`src/rtl/sonata_switch_debounce.sv`:
```
// rtl/sonata_switch_debounce.sv - switch synchroniser, debouncer, edge detector and sticky interrupt
//
// Ports:
//   clk_sys_i   system clock
//   rst_sys_ni  asynchronous active-low reset
//   sw_ni       raw active-low switch pins, asynchronous to clk_sys_i
//   irq_en_i    per-bit interrupt enable (masks setting of status only)
//   clr_i       per-bit write-1-to-clear of status, level-sampled every cycle
//   sw_o        debounced level, 1 = pressed
//   rise_o      one-cycle pulse on press
//   fall_o      one-cycle pulse on release
//   status_o    sticky event flags
//   irq_o       registered OR of status_o
module sonata_switch_debounce #(
    parameter int Width          = 13,
    parameter int DebounceCycles = 500000,
    parameter int CntWidth       = $clog2(DebounceCycles)
) (
    input  logic             clk_sys_i,
    input  logic             rst_sys_ni,
    input  logic [Width-1:0] sw_ni,
    input  logic [Width-1:0] irq_en_i,
    input  logic [Width-1:0] clr_i,
    output logic [Width-1:0] sw_o,
    output logic [Width-1:0] rise_o,
    output logic [Width-1:0] fall_o,
    output logic [Width-1:0] status_o,
    output logic             irq_o
);

    localparam logic [CntWidth-1:0] CntMax = CntWidth'(DebounceCycles - 1);

    logic [Width-1:0]    sync_q1;
    logic [Width-1:0]    sync_q2;
    logic [Width-1:0]    stable_q;
    logic [Width-1:0]    stable_d;
    logic [Width-1:0]    rise_q;
    logic [Width-1:0]    rise_d;
    logic [Width-1:0]    fall_q;
    logic [Width-1:0]    fall_d;
    logic [Width-1:0]    status_q;
    logic [Width-1:0]    status_d;
    logic                irq_q;
    logic [CntWidth-1:0] cnt_q [Width];
    logic [CntWidth-1:0] cnt_d [Width];

    // Per-bit consecutive-sample counter. stable_q holds the active-low
    // debounced level; it only follows sync_q2 after DebounceCycles
    // back-to-back mismatching samples, and any matching sample restarts it.
    always_comb begin
        cnt_d    = cnt_q;
        stable_d = stable_q;
        rise_d   = '0;
        fall_d   = '0;
        for (int i = 0; i < Width; i++) begin
            if (sync_q2[i] == stable_q[i]) begin
                cnt_d[i] = '0;
            end else if (cnt_q[i] == CntMax) begin
                stable_d[i] = sync_q2[i];
                cnt_d[i]    = '0;
                // Pin going low is a press because the switches are active-low.
                rise_d[i]   = ~sync_q2[i];
                fall_d[i]   = sync_q2[i];
            end else begin
                cnt_d[i] = cnt_q[i] + CntWidth'(1);
            end
        end
    end

    // Setting takes priority over a same-cycle clear so no event is lost.
    always_comb begin
        status_d = ((rise_q | fall_q) & irq_en_i) | (status_q & ~clr_i);
    end

    always_ff @(posedge clk_sys_i or negedge rst_sys_ni) begin
        if (!rst_sys_ni) begin
            sync_q1  <= '1;
            sync_q2  <= '1;
            stable_q <= '1;
            rise_q   <= '0;
            fall_q   <= '0;
            status_q <= '0;
            irq_q    <= 1'b0;
            for (int i = 0; i < Width; i++) begin
                cnt_q[i] <= '0;
            end
        end else begin
            sync_q1  <= sw_ni;
            sync_q2  <= sync_q1;
            stable_q <= stable_d;
            rise_q   <= rise_d;
            fall_q   <= fall_d;
            status_q <= status_d;
            irq_q    <= |status_q;
            for (int i = 0; i < Width; i++) begin
                cnt_q[i] <= cnt_d[i];
            end
        end
    end

    assign sw_o     = ~stable_q;
    assign rise_o   = rise_q;
    assign fall_o   = fall_q;
    assign status_o = status_q;
    assign irq_o    = irq_q;

endmodule
```
`config.mk`:
```
export PLATFORM = sky130hd
export DESIGN_NAME = sonata_switch_debounce
export DESIGN_NICKNAME = d
export VERILOG_FILES = /design/src/rtl/sonata_switch_debounce.sv
export SDC_FILE = /design/constraint.sdc
export NUM_CORES = 1
export LEC_CHECK = 0
export BUFFER_PORTS_ARGS = -buffer_cell sky130_fd_sc_hd__buf_2
export CAP_MARGIN = 20
export CORE_UTILIZATION = 60
export CTS_CLUSTER_DIAMETER = 200
export DETAILED_ROUTE_END_ITERATION = 10
export PLACE_DENSITY = 0.79
export SLEW_MARGIN = 0
export SYNTH_ARGS = -nofsm -noshare
export SYNTH_HDL_FRONTEND = slang
export SYNTH_SLANG_ARGS = --single-unit
export TNS_END_PERCENT = 1
```
`constraint.sdc`:
```
create_clock -name clk_sys_i -period 4 [get_ports clk_sys_i]
set_input_delay 0.2 -clock clk_sys_i [delete_from_list [all_inputs] [get_ports clk_sys_i]]
set_output_delay 0.2 -clock clk_sys_i [all_outputs]
set_load 0.01 [all_outputs]
```
After elaboration in Yosys (flattened, before gate mapping). Index checks and enable logic that the tools add are counted. Widths: inputs -> output; s select.

Reduce and logical (&&, ||, !) cells: 14. Eq/ne operators: 26. Bitwise logic cells: 32. Add/subtract/negate cells: 13. Muxes and demuxes: 78.

Operators by type and width (number): $mux 19 (26); $add 19x1->19 const B (13); $eq 19x19->1 const B (13); $mux 1 (52); $and 13x13->13 (2); $not 1->1 (26); $not 13->13 (2); $or 13x13->13 (2); $reduce_and 2->1 (13); $eq 1x1->1 (13); $reduce_or 13->1 (1).

Logic and storage cells: 195. Register bits after elaboration: 326.

Depth between registers and ports, before layout. Gate-level depths: netlist (run 1).

Depth in word-level cells: 3. Mapped depth: 7. Mapped depth without buffers: 5.

Worst setup path before layout (run 1). Ideal clock, no wire load.

Path kind: register to register. Start: reg cnt_q[126] (netlist name). End: reg stable_q[6]. Library setup time: 0.082 ns. Setup slack: 1.968 ns. Required time: 3.918 ns. Arrival time: 1.950 ns. Cell stages (with the launch flop): 5. Cell sequence: dfrtp_1 or4b_1 or4_4 or2_4 mux2_4.

Word-level cells in the longest chain between the ends: 2.

RTL lines: start: declaration (RTL line 44) `logic [CntWidth-1:0] cnt_q [Width];`; start signal: indexed assignment (RTL line 96) `cnt_q[i] <= cnt_d[i];`; $eq 19x19->1 (RTL line 58) `end else if (cnt_q[i] == CntMax) begin`; $reduce_and 2->1 (no line); end signal: assignment (RTL line 90) `stable_q <= stable_d;`; end: declaration (RTL line 35) `logic [Width-1:0] stable_q;`.

Every way passes these cells. A chain may end at the register's enable or synchronous reset.

==> results of run 1 <==
-- final timing paths --
kind | from | endpoint | slack (ns) | depth (start not counted)
setup reg to reg | cnt_q[128]$_DFF_PN0_ | cnt_q[117]$_DFF_PN0_ | 1.68 | 4
setup / recovery | cnt_q[128]$_DFF_PN0_ | cnt_q[117]$_DFF_PN0_ | 1.68 | 4
max in group asynchronous | rst_sys_ni | sync_q1[1]$_DFF_PN1_ | 2.65 | 3
hold reg to reg | sync_q1[3]$_DFF_PN1_ | sync_q2[3]$_DFF_PN1_ | 0.35 | 0
hold / removal | irq_en_i[12] | status_o[12]$_DFF_PN0_ | 0.04 | 3
min in group asynchronous | rst_sys_ni | cnt_q[118]$_DFF_PN0_ | 0.31 | 2
-- sequential cells by signal, indices dropped and copies added, names as in the netlist --
register	cells
fall_o	13
sync_q2	13
cnt_q	247
stable_q	13
sync_q1	13
rise_o	13
status_o	13
irq_o	1
-- area by class of cell --
cell class | count | area share (%)
sequential | 326 | 46.6
multi-input combinational | 1066 | 37.2
inverter | 60 | 1.28
clock buffer | 48 | 5.59
timing repair buffer | 147 | 5.76
clock inverter | 16 | 1.26
tap | 324 | 2.30
-- stage by stage --
step	utilization [%]	instances	hold WS, ns	power, mW	worst slack [ns]
after floorplan	-	1477	-0.0956	3.53	1.97
after global placement	65.1	1873	0.274	3.65	1.75
after detailed placement	65.2	1876	0.279	3.66	1.68
after CTS	71.8	1979	0.00361	7.05	1.69
after global routing	72.0	1987	0.0550	7.23	1.56
final	72.0	1987	0.0449	6.97	1.68
-- power by group through the flow --
stage,clock (mW),combinational [mW],sequential (mW)
floorplan,0,0.0875,3.45
global placement,0,0.192,3.46
detailed placement,0,0.201,3.46
CTS,3.43,0.223,3.40
global route,3.56,0.257,3.41
finish,3.34,0.224,3.40
-- routing by layer --
layer,wire (µm),GRT usage (%),up-vias
met3,1310,3.85,46
met1,13900,33.5,5580
met2,14400,40.1,254
met4,561,6.71,0
met5,0,0,-
li1,-,-,5564
-- logic make-up after synthesis --
logic type | after synthesis
buffers and inverters | 85
xor gates and xnor gates | 180
DFF | 326
muxes | 13
AOI/OAI and AO/OA | 147
adders and majority gates | 13
and+or+nand+nor | 713
-- layout by cell type (no fill, tap or decap), types with 10 or more instances in the layout --
cell	instances
dfrtp_1	287
nor2_1	201
xnor2_1	129
buf_2	92
nand3_1	86
nand4_1	73
nand2_1	71
inv_1	60
a21oi_1	54
o21ai_0	53
xor2_1	51
nor3_1	51
nor4_1	44
dlygate4sd3_1	39
dfstp_2	39
or3_1	37
clkbuf_16	35
and3_1	29
or4_1	28
nor3b_1	19
o31ai_1	18
or2_2	14
and2_1	14
ha_1	13
mux2_2	12
buf_4	10
-- worst min-delay path, delay by kind of cell --
| family | cells | cell delay, ns |
|---|---|---|
| AOI/OAI and AO/OA | 2 | 0.22 |
| buffers and inverters | 1 | 0.08 |
==> run summary, run 1 <==
Number of enable flip-flop cells after synthesis: 0
Netlist Area Pre-Place: 15100 µm²
List of most frequent post-synthesis cells: dfrtp_1 (287), nor2_1 (201), xnor2_1 (129)
CTS Buffer Depth: 3
Asr flop ratio synth: 100%
Area grow syn2layout: 16.7%
Routability congestion estimate: 0.850
Netlist cell types: 49
# fillers: 1721
Switching Fraction: 21.1%
Worst Setup Path Type: flop to flop
CP required: 4.36 ns
Via count: 11400
Clk_skew: 0.0182 ns
Slowest stage cell, crit path: o21ai_2
Critical path fanouts, max: 17
Maximum Capacitance Violations: 0
CTS Buf Count: 35
Total die area: 25800 µm²
Final hold vios: 0
First-pass GRT wire length: 52000 µm
Synthesized flop and latch total: 326
Floorplan core area: 24500 µm²
CTS root buf: clkbuf_16
Gr ovfl total: 0
Max Clk Rate: 432 MHz
Clk pin slew, worst setup/hold paths: 0.06 ns
Synth warn: 0
Syn Area/Cell: 10.2 µm²
Routed wire length per instance: 15.2 µm
CP Capture Type: flop
Seq pwr share: 48.8%
Final slew viol count: 0
Measured slew at the worst slew-check pin: 0.723 ns
Post-route cell area: 17600 µm²
Critical Path AT: 2.68 ns
Peak VDD IR: 0.320 mV
Vias in the first global route: 11200
Overall Global Routing Usage: 24.3%
Vias per cell: 5.76
Area of the multi-input gates: 6550 µm²
Placed instance area: 16000 µm²
I/O Buffers: 93
FP Rows: 57
Post-CTS sizing: 0
Largest family of logic cells by synthesized area: simple AND/OR/NAND/NOR gates
RSZ-0062 raised after global routing: false
Synth top area cells: dfrtp_1 (48%), xnor2_1 (7.5%), dfstp_2 (6.8%)
Post-DP HPWL: 19300 µm
Number of detailed-route iterations in the first pass: 5
Buf/Inv on CP: 0
Tcrit/Tclk final: 57.9%
Post-synth top area share: 47.6%
Largest net degree at the start of global routing: 101
DRC: 0
TritonCTS Sinks: 326
Critical path's top delay family: simple AND/OR/NAND/NOR gates
Routed Antenna Nets: 0
Critical-path cell list: or4b_1, or4_4, o21ai_2, nor2_1
Post-CTS Setup Bufs: 0
Slew margin rel.: 51.8%
Post-synth top flop: dfrtp_1
Register area: 8210 µm²
Final net count: 1690
Initial antenna violation count: 0
Clk_lat worst skew: 0.52 ns
Die width: 161 µm
Post-synthesis compound-gate area fraction: 5.70%
DIE HEIGHT: 161 µm
Starting Density: 61.7%
ANT cells: 0
Clk pwr share: 48.0%
Synth Area in XOR/XNOR: 10.4%
Final wirelength: 30100 µm
Outcome: completed
Top-count cell post-synth: dfrtp_1
Cells after synthesis: 1477
CP max stage delay: 0.58 ns
Switch Pwr: 1.47 mW
Comb pwr share: 3.2%
Post-Synth Adder-Cell Area: 1.08%
Area leader, netlist: dfrtp_1
Simple-gate share of the synthesized area: 25.2%
Pint: 5.50 mW
Share of cells above drive strength 1: 15.2%
Mux cell area share after synthesis: 0.995%
Final setup fails: 0
Syn nets: 1531
CTS tree: built
LEAKAGE: 7.18 nW
Setup TNS: 0 ns
Pwr Density: 396 nW/µm²
Class of the worst hold path: input port to flop
Seq/Total Area, Yosys: 54.4%
Period minus WS final: 2.32 ns
CTS H-tree depth: 2
Boundary pin count: 94
Hold_buf cts: 39
DRT iter0 DRCs: 748
CP Launch Type: flop
Power figures use the tool's default switching activity.
==> run 2: changes to the inputs <==
Settings changed: ABC_AREA set to 1, CORE_UTILIZATION 60 to 56, PLACE_DENSITY 0.79 to 0.77.
Clock period 4 ns to 1.9 ns, I/O delays scaled along.
==> run summary, run 2 <==
Pwr Density: 771 nW/µm²
Max reg flops: 247
DRC: 0
Clk_skew: 0.00917 ns
Cells after synthesis: 2270
Routability congestion estimate: 0.922
Worst Setup Path Type: flop to flop
Post-synth top area share: 41.8%
Vias in the first global route: 14500
Netlist cell types: 31
Initial antenna violation count: 0
FP Rows: 63
List of most frequent post-synthesis cells: nor2_1 (648), nand2_1 (402), dfrtp_1 (287)
Tcrit/Tclk final: 83.6%
CTS root buf: clkbuf_16
Routed wire length per instance: 12.9 µm
Via count: 14800
RSZ-0062 raised after global routing: false
Buf/Inv on CP: 1
Syn nets: 2324
Final slew viol count: 0
CTS tree: built
Largest net degree at the start of global routing: 67
# fillers: 2453
Final setup margin: 0.311 ns
CP max stage delay: 0.54 ns
Max Clk Rate: 629 MHz
Asr flop ratio synth: 100%
Critical path's top delay family: simple AND/OR/NAND/NOR gates
Die width: 177 µm
Number of enable flip-flop cells after synthesis: 0
Critical-path cell list: nor2_1, nor2_2, inv_1, nand2_1, a21oi_1
Area leader, netlist: dfrtp_1
Measured slew at the worst slew-check pin: 0.547 ns
Commonest cells after routing, fill and taps aside: nor2_1 (648), nand2_1 (402), dfrtp_1 (287)
Post-synth top flop: dfrtp_1
ANT cells: 0
Final net count: 2504
DRT iter0 DRCs: 1101
Place WS: 0.328 ns
DIE HEIGHT: 177 µm
Slowest stage cell, crit path: dfstp_2
Seq/Total Area, Yosys: 47.8%
Final hold vios: 0
Final wirelength: 37100 µm
Syn Area/Cell: 7.56 µm²
Number of detailed-route iterations in the first pass: 5
Synth warn: 0
Final Non-Filler Cells: 2866
Clk pin slew, worst setup/hold paths: 0.06 ns
Clk_lat worst skew: 0.51 ns
Overall Global Routing Usage: 24.9%
Boundary pin count: 94
Class of the worst hold path: input port to asynchronous set/reset pin
Post-DP HPWL: 26600 µm
Total die area: 31400 µm²
Gr ovfl total: 0
Most common cell after layout, fill and taps aside: nor2_1
Outcome: completed
LEAKAGE: 8.69 nW
CTS Buf Count: 37
Critical path fanouts, max: 10
Crit path launch: stable_q[4]$_DFFE_PN1P_
Top-count cell post-synth: nor2_1
# placed instances: 2761
Peak VDD IR: 0.640 mV
First-pass GRT wire length: 64900 µm
CTS H-tree depth: 2
Starting Density: 57.5%
Synthesized flop and latch total: 326
Synth top area cells: dfrtp_1 (42%), nor2_1 (14%), nand2_1 (8.8%)
TritonCTS Sinks: 326
Total Power: 15.4 mW
Final setup fails: 0
I/O Buffers: 93
Area grow syn2layout: 16.6%
Vias per cell: 5.16
CTS Buffer Depth: 3
Netlist Area Pre-Place: 17200 µm²
Floorplan core area: 29900 µm²
Share of cells above drive strength 1: 12.6%
Top reg by flops: cnt_q
Maximum Capacitance Violations: 0
Worst R2R Start: stable_q[4]$_DFFE_PN1P_
CP required: 2.28 ns
Critical Path AT: 1.97 ns
Setup TNS: 0 ns
Routed Antenna Nets: 0
Period minus WS final: 1.59 ns
CP Launch Type: flop
CP Capture Type: flop
Slew margin rel.: 63.6%
[run 2: changes by cell type in the layout (fill, tap and decap cells not counted), sizes merged, moves of 37 or more]
cell | previous run | this run
nor4 | 44 | 3
xnor2 | 129 | 44
nand2 | 71 | 432
nand3 | 86 | 190
nor2 | 201 | 712
nand4 | 75 | 20
inv | 63 | 261
or3 | 37 | 0
[run 2: cell families after synthesis]
family,after synthesis,synth area share (%)
AOI/OAI and AO/OA,121,3.65
xor gates and xnor gates,111,5.66
adders and majority gates,13,0.947
buffers and inverters,267,5.87
DFF,326,47.8
and+or+nand+nor,1432,36.1
[run 2: timing repair]
| item | CTS | global route |
|---|---|---|
| resized for setup | 0 | 0 |
| setup buffers | 0 | 0 |
| hold buffers | 40 | 0 |
| endpoints found under the hold margin | 173 | 0 |
[run 2: worst paths after layout]
check | endpoint | slack, ns | cells after the start
worst min-delay path | cnt_q[228]$_DFF_PN0_ | 0.14 | 2
worst min register to register | sync_q2[3]$_DFF_PN1_ | 0.36 | 0
worst max register to register | cnt_q[169]$_DFF_PN0_ | 0.31 | 5
min in group clk_sys_i | sync_q1[7]$_DFF_PN1_ | 0.22 | 2
worst max-delay path | cnt_q[169]$_DFF_PN0_ | 0.31 | 5
max in group asynchronous | sync_q1[8]$_DFF_PN1_ | 1.00 | 3
[run 2: area by class of cell]
type	count	area [µm²]	share of cell area (%)
Tap cell	390	488	2.44
Inverter	261	980	4.89
Multi-Input combinational cell	1677	7960	39.8
Clock buffer	51	1070	5.34
Sequential cell	326	8210	41.0
Clock inverter	14	273	1.36
Timing Repair Buffer	147	1040	5.21
[run 2: metrics by stage]
| stage | hold slack [ns] | cell area (µm²) | utilization (%) |
|---|---|---|---|
| after floorplan | -0.201 | 17200 | - |
| after global placement | 0.0904 | 18300 | 61.2 |
| after detailed placement | 0.0897 | 18300 | 61.2 |
| after CTS | 0.142 | 20000 | 67.0 |
| after global routing | 0.182 | 20000 | 67.0 |
| final | 0.145 | 20000 | 67.0 |
[run 2: power by group]
group	switching (mW)	internal (mW)
Combinational	0.334	0.182
Sequential	0.0719	7.06
Clock	2.77	5.00
[run 2: layer usage]
layer  part of all wire (%)  global-route usage [%]  vias up
met5                      0                       0        -
met4                    2.4                    7.22        0
met1                     46                    33.6     6895
met3                    4.8                    3.39       69
met2                     47                    41.7      372
li1                       -                       -     7456
